File: src/rtl/boot_loader_ctrl.sv
// boot_loader_ctrl: loads host instruction words into instruction memory,
// then releases the core. It holds the core in reset again when halted.
// Optional feature: define BOOT_LOADER_CSUM_EN for an XOR checksum of loaded words.
module boot_loader_ctrl (
   input  logic        clk,
   input  logic        rst,
   input  logic        load_start,
   input  logic [7:0]  load_len,
   input  logic        halt_req,
   input  logic        host_valid,
   input  logic [31:0] host_data,
   output logic        host_ready,
   output logic        imem_we,
   output logic [7:0]  imem_addr,
   output logic [31:0] imem_wdata,
   output logic        core_rst,
   output logic        sel,
   output logic [1:0]  state,
   output logic [31:0] csum
);

   localparam int unsigned LEN_W  = 8;
   localparam int unsigned DATA_W = 32;

   typedef enum logic [1:0] {
      ST_IDLE = 2'b00,
      ST_LOAD = 2'b01,
      ST_RUN  = 2'b10,
      ST_BAD  = 2'b11
   } state_t;

   state_t              r_state;
   logic [LEN_W-1:0]    r_len;
   logic [LEN_W-1:0]    r_count;
   logic                r_imem_we;
   logic [LEN_W-1:0]    r_imem_addr;
   logic [DATA_W-1:0]   r_imem_wdata;
   logic                r_core_rst;
   logic                w_hs;
   logic                w_last;

   // Handshake only while loading; last word when count reaches len-1
   assign w_hs   = (r_state == ST_LOAD) && host_valid;
   assign w_last = (r_count == LEN_W'(r_len - LEN_W'(1)));

   // Controller FSM with registered write port and core reset
   always_ff @(posedge clk) begin
      if (!rst) begin
         r_state      <= ST_IDLE;
         r_len        <= '0;
         r_count      <= '0;
         r_imem_we    <= 1'b0;
         r_imem_addr  <= '0;
         r_imem_wdata <= '0;
         r_core_rst   <= 1'b0;
      end else begin
         r_imem_we  <= 1'b0;
         r_core_rst <= (r_state == ST_RUN);
         case (r_state)
            ST_IDLE: begin
               if (load_start && (load_len != '0)) begin
                  r_len   <= load_len;
                  r_count <= '0;
                  r_state <= ST_LOAD;
               end
            end
            ST_LOAD: begin
               if (w_hs) begin
                  r_imem_we    <= 1'b1;
                  r_imem_addr  <= r_count;
                  r_imem_wdata <= host_data;
                  r_count      <= LEN_W'(r_count + LEN_W'(1));
               end
               // Abort takes priority over completion; the in-flight word is still written
               if (halt_req) begin
                  r_state <= ST_IDLE;
               end else if (w_hs && w_last) begin
                  r_state <= ST_RUN;
               end
            end
            ST_RUN: begin
               if (halt_req) begin
                  r_state <= ST_IDLE;
               end
            end
            default: begin
               r_state <= ST_IDLE;
            end
         endcase
      end
   end

`ifdef BOOT_LOADER_CSUM_EN
   logic [DATA_W-1:0] r_csum;

   // Running XOR of accepted words, cleared when a load is accepted
   always_ff @(posedge clk) begin
      if (!rst) begin
         r_csum <= '0;
      end else if ((r_state == ST_IDLE) && load_start && (load_len != '0)) begin
         r_csum <= '0;
      end else if (w_hs) begin
         r_csum <= r_csum ^ host_data;
      end
   end

   assign csum = r_csum;
`else
   assign csum = '0;
`endif

   assign host_ready = (r_state == ST_LOAD);
   assign sel        = (r_state != ST_RUN);
   assign state      = r_state;
   assign imem_we    = r_imem_we;
   assign imem_addr  = r_imem_addr;
   assign imem_wdata = r_imem_wdata;
   assign core_rst   = r_core_rst;

endmodule

File: config.mk
export PLATFORM = sky130hd
export DESIGN_NAME = boot_loader_ctrl
export DESIGN_NICKNAME = d
export VERILOG_FILES = /design/src/rtl/boot_loader_ctrl.sv
export SDC_FILE = /design/constraint.sdc
export NUM_CORES = 1
export LEC_CHECK = 0
export CAP_MARGIN = 20
export CORE_UTILIZATION = 42
export CTS_BUF_LIST = sky130_fd_sc_hd__clkbuf_2 sky130_fd_sc_hd__clkbuf_4 sky130_fd_sc_hd__clkbuf_8
export DETAILED_ROUTE_END_ITERATION = 12
export DONT_BUFFER_PORTS = 1
export HOLD_SLACK_MARGIN = 0.06
export PLACE_DENSITY = 0.71
export SETUP_SLACK_MARGIN = 0.15
export SLEW_MARGIN = 25
export SYNTH_ARGS = -nofsm -noshare
export SYNTH_HDL_FRONTEND = slang
export SYNTH_SLANG_ARGS = --single-unit
File: constraint.sdc
create_clock -name clk -period 1.7 [get_ports clk]
set_input_delay 0.17 -clock clk [delete_from_list [all_inputs] [get_ports clk]]
set_output_delay 0.17 -clock clk [all_outputs]
set_load 0.02 [all_outputs]
==> results.md <==
- The count of final hold-check violations is 0.
- In this run the most critical hold path is launched from rst.
- The clock sink count is 60.
- The number of global-route vias before repair was 2,041.
- The total chip power is 3.25 mW.
- The top cell types in the final layout, fill and taps aside, are sky130_fd_sc_hd__nand2_1 (88), sky130_fd_sc_hd__dfxtp_1 (55), sky130_fd_sc_hd__a21oi_1 (44), sky130_fd_sc_hd__dlygate4sd3_1 (42), sky130_fd_sc_hd__conb_1 (32).
- The summed instance area of the synthesized netlist is 0.00264 sq mm.
- The non-filler instance count after layout is 451.
- The final hold slack is 126 ps.
- The placer congestion estimate is 0.792.
- In the routed design, unresolved DRC markers number 0.
- The final standard cell utilization of the core is 55.7%.
- The accumulated negative setup slack is 0 ps.
- The routed length on met3 is 389 um.
- The first TritonRoute pass finished after 4 iterations.
- The relative contribution of the clock network to total power is 39.9%.
- At the worst endpoint, the required time is 1940 ps.
- Summed over all instances, the cell type with the most area after synthesis is sky130_fd_sc_hd__dfxtp_1.
- Row generation in the floorplan step produced 28 rows.
- The total inserted antenna cells is 0.
- The quantity of I/O buffers inserted on ports is 0.
- The pin count of the biggest net entering global routing is 45.
- From synthesis to final layout, the design area changed by 26.3%.
- The final net count is 418.
- The number of slew-limit violations in the final report is 0.
- The aggregate global routing overflow is 0.
- For this block, wires on met1 add up to 2450 um.
- The detailed router used layers up to and including met4.
- The worst setup path is of the flop to flop kind.
- Across every metal layer, demand over resource in global routing totals 19.2%.
- The path with the worst hold slack has its endpoint at r_count[7]$_SDFFE_PN0P_.
- The worst setup path is launched from a flop.
- The detail route stage leaves a number of antenna-violating nets equal to 0.
- After synthesis the netlist holds a flip-flop and latch count of 60.
- Clock-pin slew was measured on the worst setup and hold paths at 70 ps.
- The average instance area after synthesis is 8.16 sq um.
- Power spread over the standard cell area amounts to 973 mW/mm^2.
- Across all layers, the routed design uses 2,186 vias.
- The number of cells traversed by the worst hold path is 2.
- The latest clock arrival within the worst-skew pair is 330 ps.
- The placeable core area is 0.00599 sq mm.
- The CTS root buffer is sky130_fd_sc_hd__clkbuf_8.
- The number of maximum-capacitance constraint violations is 0.
- The first global-routing pass estimated 9400 um of wire.
- Internal power comes to 2.35 mW.
- The slack of the worst reg-to-reg path is 80 ps.
- The number of placed instances, taps included, is 392.
- Detailed routing placed a total of 3150 um of wire on met2.
- The longest clock path from root to sink contains 2 buffers.
- The endpoint of the worst-slack reg-to-reg timing path is state[1]$_SDFFE_PN0P_.
- Sorting the synthesized cells by area gives the leading types as sky130_fd_sc_hd__dfxtp_1 (45%), sky130_fd_sc_hd__nand2_1 (13%), sky130_fd_sc_hd__buf_4 (9.1%), sky130_fd_sc_hd__a21oi_1 (8.3%), sky130_fd_sc_hd__xor2_1 (3.6%).
- Setup repair after global routing could not meet its margin everywhere.
- The overall die width is 81.3 um.
- The class of the tightest hold or removal check is primary input to flop.
- After detailed routing, the number of vias per cell comes to 4.85.
- TritonCTS built the clock tree.
- Per report_power, the combinational group accounts for 12.9% of the total.
- Net switching is 27.7% of the power.
- The flow ran to the end, and the final reports show no timing, DRC or antenna violations.
- The count of synthesis-stage warnings from yosys is 0.
- From bottom edge to top edge, the die measures 81.3 um.
- The cell depth of the worst flop-to-flop path is 5.
- The floorplan die area is 0.00661 sq mm.
- The proportion of power drawn by flip-flops and latches is 47.2%.
- The worst voltage drop across the vdd grid is 0.509 mV.
- The average detailed-routed wire length per instance is 13.6 um.
- The H-tree was split into 3 levels.
- The number of buffers added by the clock tree synthesis step is 9.
- The worst endpoint data arrival time is 1870 ps.
- The first-iteration detailed-routing DRC count is 86.
- Of the post-synthesis cell area, the dominant cell type holds 45.5%.
- Counting I/O delays and the setup requirement, the final critical path takes 1620 ps.
- The ratio of cells with drive above 1 in the final layout is 11.4%.
- In this run the critical register-to-register path is launched from r_len[3]$_SDFFE_PN0P_.
- The leakage power total is 1.30 nW.
- The critical path capture point type is a flop.
- The post-synthesis instance total is 324.
- Setup violations remaining at the end of the flow were counted as 0.
- The number of antenna violations at the first check in global routing is 0.
- Summed over all nets, the switching power comes to 901 uW.
- For this block, the routed nets add up to 6130 um of wire.
- The HPWL after detailed placement is 3800 um.
- Counting distinct cell types in the post-synthesis netlist gives 33.
- Sequential cells were found to cover 45.5% of the synthesized design area.
- Clock skew on the completed layout was measured at 7.84 ps.
- The initial utilization of the core area, before any placement, comes to 44.1%.
- Timing would allow up to 615 MHz.
- The final critical path takes up 95.6% of the cycle.
- The peak fanout along the critical path is 5.
- The library cell used most frequently in the layout, excluding fill and tap cells, is sky130_fd_sc_hd__nand2_1.
- Fill cells in the final layout number 534.
- The I/O pin count is 123.
what timing repair did:
action | 4_1_cts | 5_1_grt
setup buffers | 0 | 1
hold buffers | 42 | 0
gates cloned | 0 | 0
setup endpoints to repair | 2 | 12
hold endpoints to repair | 43 | 0
gates resized for setup | 3 | 12
pin swaps | 2 | 2
sequential cells by signal (all words and copies together), names as in the netlist:
name / flops
r_len: 8
imem_addr: 8
imem_we: 1
imem_wdata: 32
core_rst: 1
r_count: 8
state: 2
worst max-delay path, stage by stage (launching register included):
cell and delay, ps:
sky130_fd_sc_hd__dfxtp_2 360, sky130_fd_sc_hd__nor3_4 220, sky130_fd_sc_hd__and4bb_1 230, sky130_fd_sc_hd__xnor2_1 100, sky130_fd_sc_hd__or4_4 530, sky130_fd_sc_hd__o32ai_2 90
layer usage:
metal	vias to the layer above	GRT usage [%]
li1	1082	-
met3	15	5.06
met2	78	33.4
met5	-	0
met4	0	11.8
met1	1011	20.5
Yosys cell counts:
library cell,n
sky130_fd_sc_hd__xnor2_1,6
sky130_fd_sc_hd__conb_1,1
sky130_fd_sc_hd__clkbuf_1,14
sky130_fd_sc_hd__inv_1,3
sky130_fd_sc_hd__buf_6,2
sky130_fd_sc_hd__or3b_1,1
sky130_fd_sc_hd__xor2_1,11
sky130_fd_sc_hd__and4bb_1,1
sky130_fd_sc_hd__and3b_2,1
sky130_fd_sc_hd__or4_1,1
sky130_fd_sc_hd__o211ai_1,1
sky130_fd_sc_hd__and3_1,1
sky130_fd_sc_hd__nor3_1,1
sky130_fd_sc_hd__nor2b_1,2
sky130_fd_sc_hd__nand2b_1,4
sky130_fd_sc_hd__o21a_1,1
sky130_fd_sc_hd__dfxtp_1,60
sky130_fd_sc_hd__or2b_1,1
sky130_fd_sc_hd__o31ai_1,1
sky130_fd_sc_hd__o32ai_1,1
sky130_fd_sc_hd__nor2_1,21
sky130_fd_sc_hd__buf_4,32
sky130_fd_sc_hd__o211a_1,1
sky130_fd_sc_hd__nand4_1,5
sky130_fd_sc_hd__mux2i_1,8
sky130_fd_sc_hd__clkinv_1,1
sky130_fd_sc_hd__a21oi_1,44
sky130_fd_sc_hd__ha_1,2
sky130_fd_sc_hd__nand2_1,88
sky130_fd_sc_hd__buf_2,1
sky130_fd_sc_hd__nor3_2,1
sky130_fd_sc_hd__nand3b_1,3
sky130_fd_sc_hd__nor4_1,3
power groups by stage:
stage	clock, mW	sequential, mW	combinational (mW)
floorplan	0	1.56	0.308
global placement	0	1.56	0.303
detailed placement	0	1.56	0.310
CTS	1.32	1.53	0.395
global route	1.39	1.54	0.461
finish	1.29	1.53	0.421
layout make-up:
| type | count | area [sq um] | area share [%] |
|---|---|---|---|
| inverter | 4 | 15.0 | 0.450 |
| clock buffer | 10 | 138 | 4.12 |
| sequential | 60 | 1210 | 36.2 |
| tap | 75 | 93.8 | 2.81 |
| clock inverter | 6 | 63.8 | 1.91 |
| multi-input combinational | 242 | 1290 | 38.6 |
| timing repair buffer | 54 | 531 | 15.9 |
how the worst max path moves through the flow:
stage	start	slack [ps]	to
final	r_len[3]$_SDFFE_PN0P_	80	state[1]$_SDFFE_PN0P_
after detailed placement	r_len[0]$_SDFFE_PN0P_	50	state[1]$_SDFFE_PN0P_
after CTS	r_len[3]$_SDFFE_PN0P_	80	state[1]$_SDFFE_PN0P_
after floorplan	state[0]$_SDFFE_PN0P_	180	r_count[7]$_SDFFE_PN0P_
after global placement	r_len[0]$_SDFFE_PN0P_	120	state[1]$_SDFFE_PN0P_
after global routing	r_len[0]$_SDFFE_PN0P_	5	state[0]$_SDFFE_PN0P_
logic make-up after synthesis:
group,count (synthesis),share of synthesized area (%)
simple gates,134,22.2
flops,60,45.5
buf+inv,53,12.7
compound gates,49,9.90
xor+xnor,17,5.63
mux,8,3.03
fa+ha+maj,2,0.947
other cells,1,0.142
metrics by stage:
step           area (sq um)  setup slack [ps]
6_report               3340              75.2
5_1_grt                3340              4.53
4_1_cts                3270              76.0
3_5_place_dp           2640              47.6
3_3_place_gp           2640               119
2_1_floorplan          2770               177
Note: power is estimated with default switching activity, not from simulation.
